## src/rtl/axi_burst_read_master.sv

```systemverilog
// AXI4 read master: splits one host request into INCR bursts (capped length, never crossing 4KB)
// and streams the read data out. Define AXI_RD_RLAST_CHECK_EN to flag RLAST mismatches in ERROR.
module axi_burst_read_master #(
  parameter int C_M_AXI_BURST_LEN    = 256,
  parameter int C_M_AXI_ID_WIDTH     = 1,
  parameter int C_M_AXI_ADDR_WIDTH   = 32,
  parameter int C_M_AXI_DATA_WIDTH   = 16,
  parameter int C_M_AXI_ARUSER_WIDTH = 1,
  parameter int C_M_AXI_RUSER_WIDTH  = 1,
  parameter int C_XFER_LEN_WIDTH     = 16
) (
  input  logic                            M_AXI_ACLK,
  input  logic                            M_AXI_ARESET,
  input  logic                            INIT_AXI_TXN,
  input  logic [C_M_AXI_ADDR_WIDTH-1:0]   START_ADDR,
  input  logic [C_XFER_LEN_WIDTH-1:0]     XFER_BEATS,
  output logic                            TXN_DONE,
  output logic                            ERROR,
  output logic                            BUSY,
  output logic [C_M_AXI_ID_WIDTH-1:0]     M_AXI_ARID,
  output logic [C_M_AXI_ADDR_WIDTH-1:0]   M_AXI_ARADDR,
  output logic [7:0]                      M_AXI_ARLEN,
  output logic [2:0]                      M_AXI_ARSIZE,
  output logic [1:0]                      M_AXI_ARBURST,
  output logic                            M_AXI_ARLOCK,
  output logic [3:0]                      M_AXI_ARCACHE,
  output logic [2:0]                      M_AXI_ARPROT,
  output logic [3:0]                      M_AXI_ARQOS,
  output logic [C_M_AXI_ARUSER_WIDTH-1:0] M_AXI_ARUSER,
  output logic                            M_AXI_ARVALID,
  input  logic                            M_AXI_ARREADY,
  input  logic [C_M_AXI_ID_WIDTH-1:0]     M_AXI_RID,
  input  logic [C_M_AXI_DATA_WIDTH-1:0]   M_AXI_RDATA,
  input  logic [1:0]                      M_AXI_RRESP,
  input  logic                            M_AXI_RLAST,
  input  logic [C_M_AXI_RUSER_WIDTH-1:0]  M_AXI_RUSER,
  input  logic                            M_AXI_RVALID,
  output logic                            M_AXI_RREADY,
  output logic [C_M_AXI_DATA_WIDTH-1:0]   DOUT_DATA,
  output logic                            DOUT_VALID,
  output logic                            DOUT_LAST,
  input  logic                            DOUT_READY
);

  localparam int BYTES = C_M_AXI_DATA_WIDTH / 8;
  localparam int SIZE  = $clog2(BYTES);
  localparam int CW    = ((C_XFER_LEN_WIDTH > 13) ? C_XFER_LEN_WIDTH : 13) + 1;

  // state | meaning
  // IDLE  | wait for start edge ; CALC | size next burst ; ADDR | issue AR
  // DATA  | forward burst beats ; DONE | one-cycle completion pulse
  typedef enum logic [2:0] {S_IDLE, S_CALC, S_ADDR, S_DATA, S_DONE} state_t;
  state_t state, state_nxt;

  logic                          init_q;
  logic                          start_edge;
  logic [C_M_AXI_ADDR_WIDTH-1:0] addr;
  logic [C_XFER_LEN_WIDTH-1:0]   remaining;
  logic [8:0]                    burst_beats;
  logic [8:0]                    burst_left;
  logic [7:0]                    arlen;
  logic                          error;
  logic                          arvalid, rready, dout_valid, txn_done, busy;
  logic                          beat, burst_end;
  logic [12:0]                   to_boundary;
  logic [CW-1:0]                 rem_ext, cap_ext, bnd_ext, beats_calc;

  assign start_edge = INIT_AXI_TXN & ~init_q;
  assign beat       = M_AXI_RVALID & rready;
  assign burst_end  = beat && (burst_left == 9'd1);

  // Burst size: smallest of what is left, the burst cap and the room before the next 4KB page.
  always_comb begin
    to_boundary = 13'h1000 - {1'b0, addr[11:0]};
    rem_ext     = CW'(remaining);
    cap_ext     = CW'(C_M_AXI_BURST_LEN);
    bnd_ext     = CW'(to_boundary >> SIZE);
    beats_calc  = rem_ext;
    if (cap_ext < beats_calc) beats_calc = cap_ext;
    if (bnd_ext < beats_calc) beats_calc = bnd_ext;
  end

  always_ff @(posedge M_AXI_ACLK) begin
    if (M_AXI_ARESET) state <= S_IDLE;
    else              state <= state_nxt;
  end

  always_comb begin
    state_nxt  = state;
    arvalid    = 1'b0;
    rready     = 1'b0;
    dout_valid = 1'b0;
    txn_done   = 1'b0;
    busy       = 1'b1;
    case (state)
      S_IDLE: begin
        busy = 1'b0;
        if (start_edge) state_nxt = S_CALC;
      end
      S_CALC: state_nxt = (remaining == '0) ? S_DONE : S_ADDR;
      S_ADDR: begin
        arvalid = 1'b1;
        if (M_AXI_ARREADY) state_nxt = S_DATA;
      end
      S_DATA: begin
        rready     = DOUT_READY;
        dout_valid = M_AXI_RVALID;
        if (burst_end)
          state_nxt = (remaining != C_XFER_LEN_WIDTH'(1)) ? S_CALC : S_DONE;
      end
      S_DONE: begin
        txn_done  = 1'b1;
        state_nxt = S_IDLE;
      end
      default: state_nxt = S_IDLE;
    endcase
  end

  always_ff @(posedge M_AXI_ACLK) begin
    if (M_AXI_ARESET) begin
      init_q      <= 1'b0;
      addr        <= '0;
      remaining   <= '0;
      burst_beats <= '0;
      burst_left  <= '0;
      arlen       <= '0;
      error       <= 1'b0;
    end else begin
      init_q <= INIT_AXI_TXN;
      case (state)
        S_IDLE: begin
          if (start_edge) begin
            addr      <= START_ADDR & ~C_M_AXI_ADDR_WIDTH'(BYTES - 1);
            remaining <= XFER_BEATS;
            error     <= 1'b0;
          end
        end
        S_CALC: begin
          burst_beats <= 9'(beats_calc);
          burst_left  <= 9'(beats_calc);
          if (remaining != '0) arlen <= 8'(beats_calc - CW'(1));
        end
        S_DATA: begin
          if (beat) begin
            burst_left <= burst_left - 9'd1;
            remaining  <= remaining - C_XFER_LEN_WIDTH'(1);
            if (M_AXI_RRESP[1]) error <= 1'b1;
`ifdef AXI_RD_RLAST_CHECK_EN
            if (M_AXI_RLAST != (burst_left == 9'd1)) error <= 1'b1;
`endif
            if (burst_end)
              addr <= addr + (C_M_AXI_ADDR_WIDTH'(burst_beats) << SIZE);
          end
        end
        default: ;
      endcase
    end
  end

`ifdef AXI_RD_RLAST_CHECK_EN
  logic unused_inputs;
  assign unused_inputs = ^{M_AXI_RID, M_AXI_RUSER, M_AXI_RRESP[0]};
`else
  logic unused_inputs;
  assign unused_inputs = ^{M_AXI_RID, M_AXI_RUSER, M_AXI_RRESP[0], M_AXI_RLAST};
`endif

  assign TXN_DONE      = txn_done;
  assign ERROR         = error;
  assign BUSY          = busy;
  assign M_AXI_ARID    = '0;
  assign M_AXI_ARADDR  = addr;
  assign M_AXI_ARLEN   = arlen;
  assign M_AXI_ARSIZE  = 3'(SIZE);
  assign M_AXI_ARBURST = 2'b01;
  assign M_AXI_ARLOCK  = 1'b0;
  assign M_AXI_ARCACHE = 4'b0011;
  assign M_AXI_ARPROT  = 3'b000;
  assign M_AXI_ARQOS   = 4'b0000;
  assign M_AXI_ARUSER  = '0;
  assign M_AXI_ARVALID = arvalid;
  assign M_AXI_RREADY  = rready;
  assign DOUT_DATA     = M_AXI_RDATA;
  assign DOUT_VALID    = dout_valid;
  assign DOUT_LAST     = (state == S_DATA) && (burst_left == 9'd1) &&
                         (remaining == C_XFER_LEN_WIDTH'(1));

endmodule

```

## config.mk

```make
export PLATFORM = sky130hd
export DESIGN_NAME = axi_burst_read_master
export DESIGN_NICKNAME = d
export VERILOG_FILES = /design/src/rtl/axi_burst_read_master.sv
export SDC_FILE = /design/constraint.sdc
export NUM_CORES = 1
export LEC_CHECK = 0
export BUFFER_PORTS_ARGS = -buffer_cell sky130_fd_sc_hd__buf_2
export CORE_AREA = 3 3 103 105
export CTS_CLUSTER_DIAMETER = 40
export DETAILED_ROUTE_END_ITERATION = 8
export DIE_AREA = 0 0 106 108
export GPL_TIMING_DRIVEN = 0
export PLACE_DENSITY = 0.86
export REMOVE_ABC_BUFFERS = 1
export SYNTH_ARGS = -nofsm -noshare
export SYNTH_HDL_FRONTEND = slang
export SYNTH_SLANG_ARGS = --single-unit
export TNS_END_PERCENT = 50
```

## constraint.sdc

```tcl
create_clock -name M_AXI_ACLK -period 7.7 [get_ports M_AXI_ACLK]
set_input_delay 1.155 -clock M_AXI_ACLK [delete_from_list [all_inputs] [get_ports M_AXI_ACLK]]
set_output_delay 1.155 -clock M_AXI_ACLK [all_outputs]
set_load 0.01 [all_outputs]
```

After elaboration in Yosys (flattened, before gate mapping):

Index checks and enable logic that the tools add are counted.

* register bits after elaboration: 79
* input port bits: 75

* eq/ne operators: 12
* muxes and demuxes: 26
* reductions and logical operators: 14
* $lt $le $gt $ge: 2
* bitwise gates (word level): 3
* add/subtract/negate cells: 5

Operator list (number)
* two-way mux 32 bit: 3
* one-hot mux 32 bit (2 select lines): 1
* two-way mux 16 bit: 3
* adder 32 x 10 -> 32 bit: 1
* one-hot mux 16 bit (2 select lines): 1
* two-way mux 9 bit: 2
* one-hot mux 9 bit (2 select lines): 1
* equality test 16 x 1 -> 1 bit (second input constant): 1
* zero test 16 bit: 1
* < comparator 12 x 16 -> 1 bit: 1
* < comparator 9 x 16 -> 1 bit (first input constant): 1
* != test 16 x 1 -> 1 bit (second input constant): 1
* nonzero test 16 bit: 1
* subtractor 16 x 1 -> 16 bit (second input constant): 1
* two-way mux 3 bit: 5
* subtractor 13 x 12 -> 13 bit (first input constant): 1
* one-hot mux 3 bit (4 select lines): 1
* != test 2 bit (second input constant): 5
* equality test 9 x 1 -> 1 bit (second input constant): 1
* subtractor 9 x 1 -> 9 bit (second input constant): 1
* two-way mux 1 bit: 8
* AND reduction 4 bit: 2
* subtractor 8 x 1 -> 8 bit (second input constant): 1
* equality test 3 x 2 -> 1 bit (second input constant): 2
* other kinds (10): 16

Logic depth before layout (Yosys ltp):

Gate-level depths: netlist of the first run.

* depth in word-level cells: 7
* gate-level depth with buffers: 17
* depth with buffers taken out: 15

Least setup slack after synthesis of the first run:

Ideal clock, no wire load.

* kind: flip-flop to flip-flop
* from: register remaining[5]
* to: register arlen[4] (netlist: M_AXI_ARLEN[4])
* stages on the path, launching flop included: 17
* path buffers: 3
* slack: 3.795 ns
* clock period less this slack: 3.905 ns
* setup time: 0.091 ns
* arrival: 3.814 ns
* path through: dfxtp_1 clkbuf_2 nor4_4 a31oi_4 nor3_2 buf_2 nand2_1 ha_1 a21oi_1 o21ai_0 a2111oi_4 nand2_4 buf_6 a31oi_1 ha_1 o311ai_0 a311oi_1

* longest elaborated chain between the ends: 5
* elaborated cells between the ends (all ways): 7
* classes of those cells: 1 x add/sub; 2 x order compare; 2 x mux; 2 x reduce/logical

Ends and longest elaborated chain
* start: declaration: line 58 `logic [C_XFER_LEN_WIDTH-1:0] remaining;`
* start signal: assignment: line 146 `remaining <= remaining - C_XFER_LEN_WIDTH'(1);`
* < comparator 9 x 16 -> 1 bit: line 79 `if (cap_ext < beats_calc) beats_calc = cap_ext;`
* two-way mux 16 bit: line 79
* < comparator 12 x 16 -> 1 bit: line 80 `if (bnd_ext < beats_calc) beats_calc = bnd_ext;`
* two-way mux 9 bit: line 80
* subtractor 8 x 1 -> 8 bit: line 141 `if (remaining != '0) arlen <= 8'(beats_calc - CW'(1));`
* end signal: assignment: line 141
* end: declaration: line 61 `logic [7:0] arlen;`

Several ways; a longest one is shown, not always the timed one.
A chain may end at the register's enable or synchronous reset.

Worst setup path after layout of the first run:

* from: register remaining[12]
* to: register arlen[4] (netlist: M_AXI_ARLEN[4])

Same word-level chain as after synthesis.

==> results of run 1 <==
[cell usage in the layout (no fill, tap or decap), drive strengths merged, types with 12 or more instances in the layout]
master  synthesis  routed
dfxtp          78      78
inv            25      26
ha             27      27
nor3           33      33
and3           21      21
xnor2          12      12
buf            47     102
a211oi         31      31
nand3          16      16
nand2          75      75
conb            2      23
nor4           12      12
a21oi          54      54
o21ai          46      46
nor2           73      73
[per-layer routing]
layer  routed length [um]  part of all wire [%]  vias to the layer above
met4                  331                   2.1                        0
met3                 1340                   8.3                       34
met1                 6830                    43                     2738
met2                 7570                    47                      292
met5                    0                     0                        -
li1                     -                     -                     2771
[cell usage after synthesis (all sizes together) (2+ instances only)]
cell | instances | area share (%)
o211ai | 6 | 0.80
o21a | 4 | 0.53
o22ai | 5 | 0.55
a31oi | 10 | 1.4
nand2b | 6 | 0.67
o31ai | 4 | 0.78
a311oi | 11 | 1.7
a32o | 5 | 0.89
mux2i | 5 | 0.89
or3 | 6 | 0.69
nand3 | 16 | 1.4
a2111oi | 8 | 1.6
nor2 | 73 | 4.9
a21o | 3 | 0.40
mux2 | 3 | 0.73
and2 | 5 | 0.55
a31o | 5 | 0.78
conb | 2 | 0.13
nand3b | 3 | 0.40
ha | 27 | 6.0
clkbuf | 38 | 2.6
a22oi | 8 | 1.1
xnor2 | 12 | 1.9
and4 | 5 | 0.78
or4 | 5 | 0.73
a21oi | 54 | 4.8
o21ai | 46 | 4.1
a221oi | 2 | 0.31
dfxtp | 78 | 28
nor3 | 33 | 3.0
o32ai | 6 | 0.93
a211oi | 31 | 4.3
buf | 47 | 5.9
xor2 | 4 | 0.62
nand4 | 6 | 0.67
nand2 | 75 | 5.1
inv | 25 | 1.7
nor3b | 5 | 0.67
nor2b | 8 | 0.89
and3 | 21 | 2.6
nor4 | 12 | 1.6
a21boi | 2 | 0.27
[cells by family after synthesis]
group | share of synthesized area (%)
AND/OR/NAND/NOR | 25.2
AO/OA/AOI/OAI | 26.4
buffers and inverters | 10.1
flip-flops | 27.7
adder cells (fa/ha/maj) | 6.35
XOR/XNOR | 2.49
multiplexers | 1.62
other | 0.133
[worst max-delay path, delay by kind of cell, from the launching register on]
kind / cells / cell delay [ns]
adder cells (fa/ha/maj): 2 / 0.75
AO/OA/AOI/OAI: 6 / 1.74
AND/OR/NAND/NOR: 5 / 2.00
flip-flops: 1 / 0.37
[path summary, 6_finish.rpt]
check | end | start | slack, ns | cells after the start
setup reg to reg | M_AXI_ARLEN[4] | remaining[12] | 2.74 | 13
hold reg to reg | remaining[14] | remaining[14] | 0.48 | 2
setup / recovery | M_AXI_ARLEN[4] | remaining[12] | 2.74 | 13
hold / removal | remaining[14] | remaining[14] | 0.48 | 2
[power by group]
part,total [mW],switching [mW],internal (mW)
logic,0.597,0.355,0.242
registers,0.517,0.0618,0.455
clock network,0.381,0.164,0.217
[cell type report]
type | count | area, sq um
timing repair buffer | 102 | 558
clock buffer | 11 | 131
multi-input combinational | 576 | 3590
sequential | 78 | 1560
fill | 872 | 3520
inverter | 25 | 93.8
clock inverter | 5 | 106
tap | 133 | 166
[sequential cells by signal, summed over array words and instances, names as in the netlist]
name	cells
M_AXI_ARADDR	31
burst_beats	9
init_q	1
ERROR	1
remaining	16
state	3
M_AXI_ARLEN	8
burst_left	9
[metrics by stage]
step	utilization [%]	worst slack (ns)	cell area, sq um	hold slack [ns]	cells
after floorplan	-	3.83	5240	0.434	679
after global placement	60.7	2.96	5900	0.458	911
after detailed placement	61.4	2.93	5970	0.466	914
after CTS	63.8	2.91	6210	0.478	930
after global routing	63.8	2.39	6210	0.514	930
final	63.8	2.74	6210	0.475	930
==> results by group, run 1 <==
Timing
  • Final Max Tran Viols: 0
  • Setup TNS: 0 ns
  • Fin. Hold Viols: 0
  • Final Cycle Share: 64.4%
  • RSZ-0062 raised after global routing: false
  • Max-slew headroom: 8.81%
  • Worst-Margin Slew: 1.37 ns
  • Fin Clk Skew: 0.00829 ns
  • F_max: 202 MHz
  • Final Critical Period: 4.96 ns
  • Setup Viol. Count Final: 0

Global routing
  • GR Overflow Total: 0
  • Met3 usage: 5.85%
  • Global-route track usage on met1: 36.0%
  • First-pass GRT wire length: 26400 um
  • Largest net degree at the start of global routing: 71
  • GRT busiest layer: met2
  • Initial antenna violation count: 0
  • Vias in the first global route: 5597
  • GR Util met2: 46.8%
  • Total global-route track usage: 28.0%

Synth
  • Mapped cell area: 5640 sq um
  • Seq/Total Area, Yosys: 27.7%
  • Yosys warns: 0
  • Post-Syn Area per Cell: 7.59 sq um
  • Flops & latches, synth: 78
  • Share of flip-flops with an asynchronous set or reset: 0%
  • Cell variety after synth: 72
  • Number of enable flip-flop cells after synthesis: 0
  • Ys flop type: dfxtp_1
  • Post-Syn Instances: 743

Floorplanning
  • Ports: 157
  • Placement Rows: 36
  • Die area: 11400 sq um
  • DIE HEIGHT: 108 um
  • Core Box Area: 9730 sq um
  • Die width: 106 um
  • Initial Utilization: 57.9%

Clocking
  • CTS resizes: 0
  • Number of hold buffers added after cts: 0
  • Clock Pin Slew Worst Setup and Hold Paths: 0.08 ns
  • CTS Buffer Depth: 2
  • Number of buffers created by CTS: 9
  • CTS tree: built
  • Post-CTS Setup Inserts: 0
  • Later-pin clock latency in the skew report: 0.36 ns
  • Max H-tree Level: 3
  • Clk root buf: clkbuf_8
  • Clock sink count: 78

Status
  • Status: finished clean

Detailed routing
  • DR iter-0 viols: 409
  • Drt pass-1 iters: 5
  • WL per Instance: 17.3 um
  • Final wirelength: 16100 um
  • DRC errors left: 0
  • Routed vias/inst: 6.27
  • Post-DRT Antenna Nets: 0
  • Vias: 5835

Layout
  • Share of layout cells above drive strength 1: 18.1%
  • Ant. Diodes: 0
  • Final net count: 895
  • Area grow syn2layout: 10.1%

Flow run
  • Max_cap viols: 0

Setup path
  • Ordered cell list for the critical path: nor3_1 > nand2_1 > nor3_2 > nand2_1 > ha_1 > a21oi_1 > o21ai_0 > a2111oi_4 > nand2_4 > a31oi_1 > ha_1 > o311ai_0 > a311oi_1
  • Slowest CP cell: nor3_2
  • Crit start category: flop
  • CP max FO: 18
  • CP peak stage delay: 0.76 ns
  • Worst setup EP type: flop
  • Critical Path AT: 5.23 ns
  • Worst Setup Path Type: flop to flop
  • Critical path required time: 7.97 ns

Place
  • Routability Congestion: 0.981
  • Post-DP HPWL: 11500 um
  • Port bufs: 99

Worst hold path
  • Hold crit path type: flop to flop

Pwr
  • Highest ir drop seen on vdd: 121 uV
  • Static Leak: 2.56 nW
  • PwrDens: 241 nW/um^2
  • Final Power: 1.49 mW
Power figures use the tool's default switching activity.
==> inputs of run 2 (changes only) <==
CORE_AREA = 3 3 113 115   (was 3 3 103 105)
DIE_AREA = 0 0 116 118   (was 0 0 106 108)
PLACE_DENSITY = 0.76   (was 0.86)
clock period = 4.2 ns   (was 7.7 ns; I/O delays follow)
==> results by group, run 2 (synthesized netlist as in run 1, its figures left out) <==
Timing
  • Worst-Margin Slew: 1.39 ns (+0.0262 ns)
  • Final Critical Period: 4.04 ns (-0.918 ns)
  • Fin. Hold Viols: 0 (unchanged)
  • Setup Viol. Count Final: 0 (unchanged)
  • Final Max Tran Viols: 0 (unchanged)
  • Max-slew headroom: 7.07% (-1.7 points)
  • Fin Clk Skew: 0.00884 ns (+0.000551 ns)
  • Fin worst setup slack: 0.161 ns (-2.58 ns)
  • F_max: 248 MHz (+23%)
  • Final Cycle Share: 96.2% (+32 points)
  • RSZ-0062 raised after global routing: false

Pwr
  • Comb pwr share: 39.8% (about the same)
  • PwrDens: 457 nW/um^2 (+90%)
  • Switch share: 38.8% (about the same)
  • Sequential share of power: 32.4% (-2.2 points)
  • Highest ir drop seen on vdd: 187 uV (+55%)
  • Switching pwr: 1.14 mW (+96%)
  • Clock power frac: 27.8% (+2.3 points)
  • Static Leak: 2.64 nW (+3.1%)
  • Pint: 1.80 mW (+97%)

Status
  • Status: finished clean

Clocking
  • Later-pin clock latency in the skew report: 0.35 ns (about the same)
  • Clk root buf: clkbuf_16
  • Clock sink count: 78 (unchanged)
  • Clock Pin Slew Worst Setup and Hold Paths: 0.07 ns (about the same)
  • Max H-tree Level: 3 (unchanged)
  • Number of buffers created by CTS: 9 (unchanged)
  • CTS tree: built
  • CTS Buffer Depth: 2 (unchanged)
  • Number of hold buffers added after cts: 0 (unchanged)

Floorplanning
  • Ports: 157 (unchanged)
  • Initial Utilization: 47.3% (-11 points)
  • Core Box Area: 11900 sq um (+22%)
  • Die width: 116 um (+9.4%)
  • DIE HEIGHT: 118 um (+9.3%)
  • Placement Rows: 40 (+11%)
  • Die area: 13700 sq um (+20%)

Setup path
  • Crit start category: flop
  • Ordered cell list for the critical path: nor4_4 > a31oi_4 > nor3_4 > buf_4 > nand2_1 > ha_1 > a21oi_1 > nor3_1 > a2111oi_4 > nand2_4 > a31oi_2 > ha_2 > o311ai_0 > a311oi_1
  • Crit path max-delay family: compound AO/OA/AOI/OAI gates
  • Critical Path AT: 4.28 ns (-0.95 ns)
  • CP peak stage delay: 0.48 ns (-0.28 ns)
  • Worst Setup Path Type: flop to flop
  • CP max FO: 7 (-11)
  • Worst Path Buf+Inv: 1 (+1)
  • Critical path required time: 4.44 ns (-3.53 ns)
  • Slowest CP cell: a2111oi_4
  • Worst setup EP type: flop

Detailed routing
  • Post-DRT Antenna Nets: 0 (unchanged)
  • Vias: 5746 (-1.5%)
  • WL per Instance: 17.0 um (-1.7%)
  • Routed vias/inst: 6.03 (-3.9%)
  • Final wirelength: 16200 um (+0.78%)
  • DR iter-0 viols: 467 (+14%)
  • Drt pass-1 iters: 5 (unchanged)
  • DRC errors left: 0 (unchanged)

Flow run
  • Max_cap viols: 0 (unchanged)

Layout
  • Ant. Diodes: 0 (unchanged)
  • Most common cell after layout, fill and taps aside: buf_2
  • Cell area after layout: 6430 sq um (+3.5%)
  • Largest register FFs: 31 (unchanged)
  • Area grow syn2layout: 14.0%
  • Final net count: 904 (+1.0%)
  • Highest-count cells in the layout ignoring fill and taps: buf_2, dfxtp_1, nand2_1
  • Share of layout cells above drive strength 1: 20.2% (+2.2 points)

Global routing
  • Largest net degree at the start of global routing: 71 (unchanged)
  • Vias in the first global route: 5292 (-5.4%)
  • Total global-route track usage: 23.1% (-4.9 points)
  • Initial antenna violation count: 0 (unchanged)
  • GR Overflow Total: 0 (unchanged)
  • First-pass GRT wire length: 26100 um (-1.3%)

Place
  • Placement Cell Area: 6000 sq um (+0.54%)
  • Post-DP HPWL: 11100 um (-3.7%)
  • Routability Congestion: 0.901 (-8.2%)
  • Post-Place Setup Slack: -0.573 ns (-3.50 ns)
  • Port bufs: 99 (unchanged)

Worst hold path
  • Hold crit path type: flop to flop
run 2: metal layers:
layer	vias to the layer above	GRT usage, %	part of all wire [%]
met1	2689	31.6	44
met5	-	0.392	0
met2	236	35.9	46
met3	31	5.96	7.4
met4	0	6.31	2.3
li1	2790	-	-
run 2: tightest hold or removal path, cell delays in order (launching register included):
cell     delay [ns]
dfxtp_1        0.32
nand2_1        0.05
a21oi_1        0.05
run 2: worst paths after layout:
path,from,endpoint,slack [ns],cells past startpoint
worst max-delay path,remaining[4],M_AXI_ARLEN[4],0.16,14
worst min-delay path,burst_beats[3],burst_beats[3],0.47,2
worst max register to register,remaining[4],M_AXI_ARLEN[4],0.16,14
worst min register to register,burst_beats[3],burst_beats[3],0.47,2
run 2: layout make-up:
| cell class | instances | area [sq um] |
|---|---|---|
| Fill cell | 1147 | 5480 |
| Clock inverter | 7 | 81.3 |
| Tap cell | 147 | 184 |
| Timing Repair Buffer | 111 | 633 |
| Multi-Input combinational cell | 576 | 3650 |
| Sequential cell | 78 | 1560 |
| Clock buffer | 9 | 225 |
| Inverter | 25 | 93.8 |
run 2: metrics by stage:
step           hold WS, ns  instances  power, mW  TNS, ns  utilization [%]
2_1_floorplan        0.434        679       1.71        0                -
3_3_place_gp         0.453        925       2.00    -7.23             49.7
3_5_place_dp         0.459        929       2.02    -3.23             50.4
4_1_cts              0.470        948       2.87        0             53.3
5_1_grt              0.493        953       3.12        0             54.0
6_report             0.468        953       2.94        0             54.0
run 2: power groups by stage:
| stage | clock, mW | sequential (mW) | combinational [mW] |
|---|---|---|---|
| after floorplan | 0 | 0.956 | 0.756 |
| after global placement | 0 | 0.958 | 1.05 |
| after detailed placement | 0 | 0.960 | 1.06 |
| after CTS | 0.825 | 0.945 | 1.10 |
| after global routing | 0.856 | 0.967 | 1.30 |
| final | 0.817 | 0.951 | 1.17 |
run 2: what timing repair did:
item	CTS	global route
pin swaps	1	2
setup endpoints to repair	24	11
buffers inserted	3	5
resized for setup	3	8
hold endpoints to repair	0	0
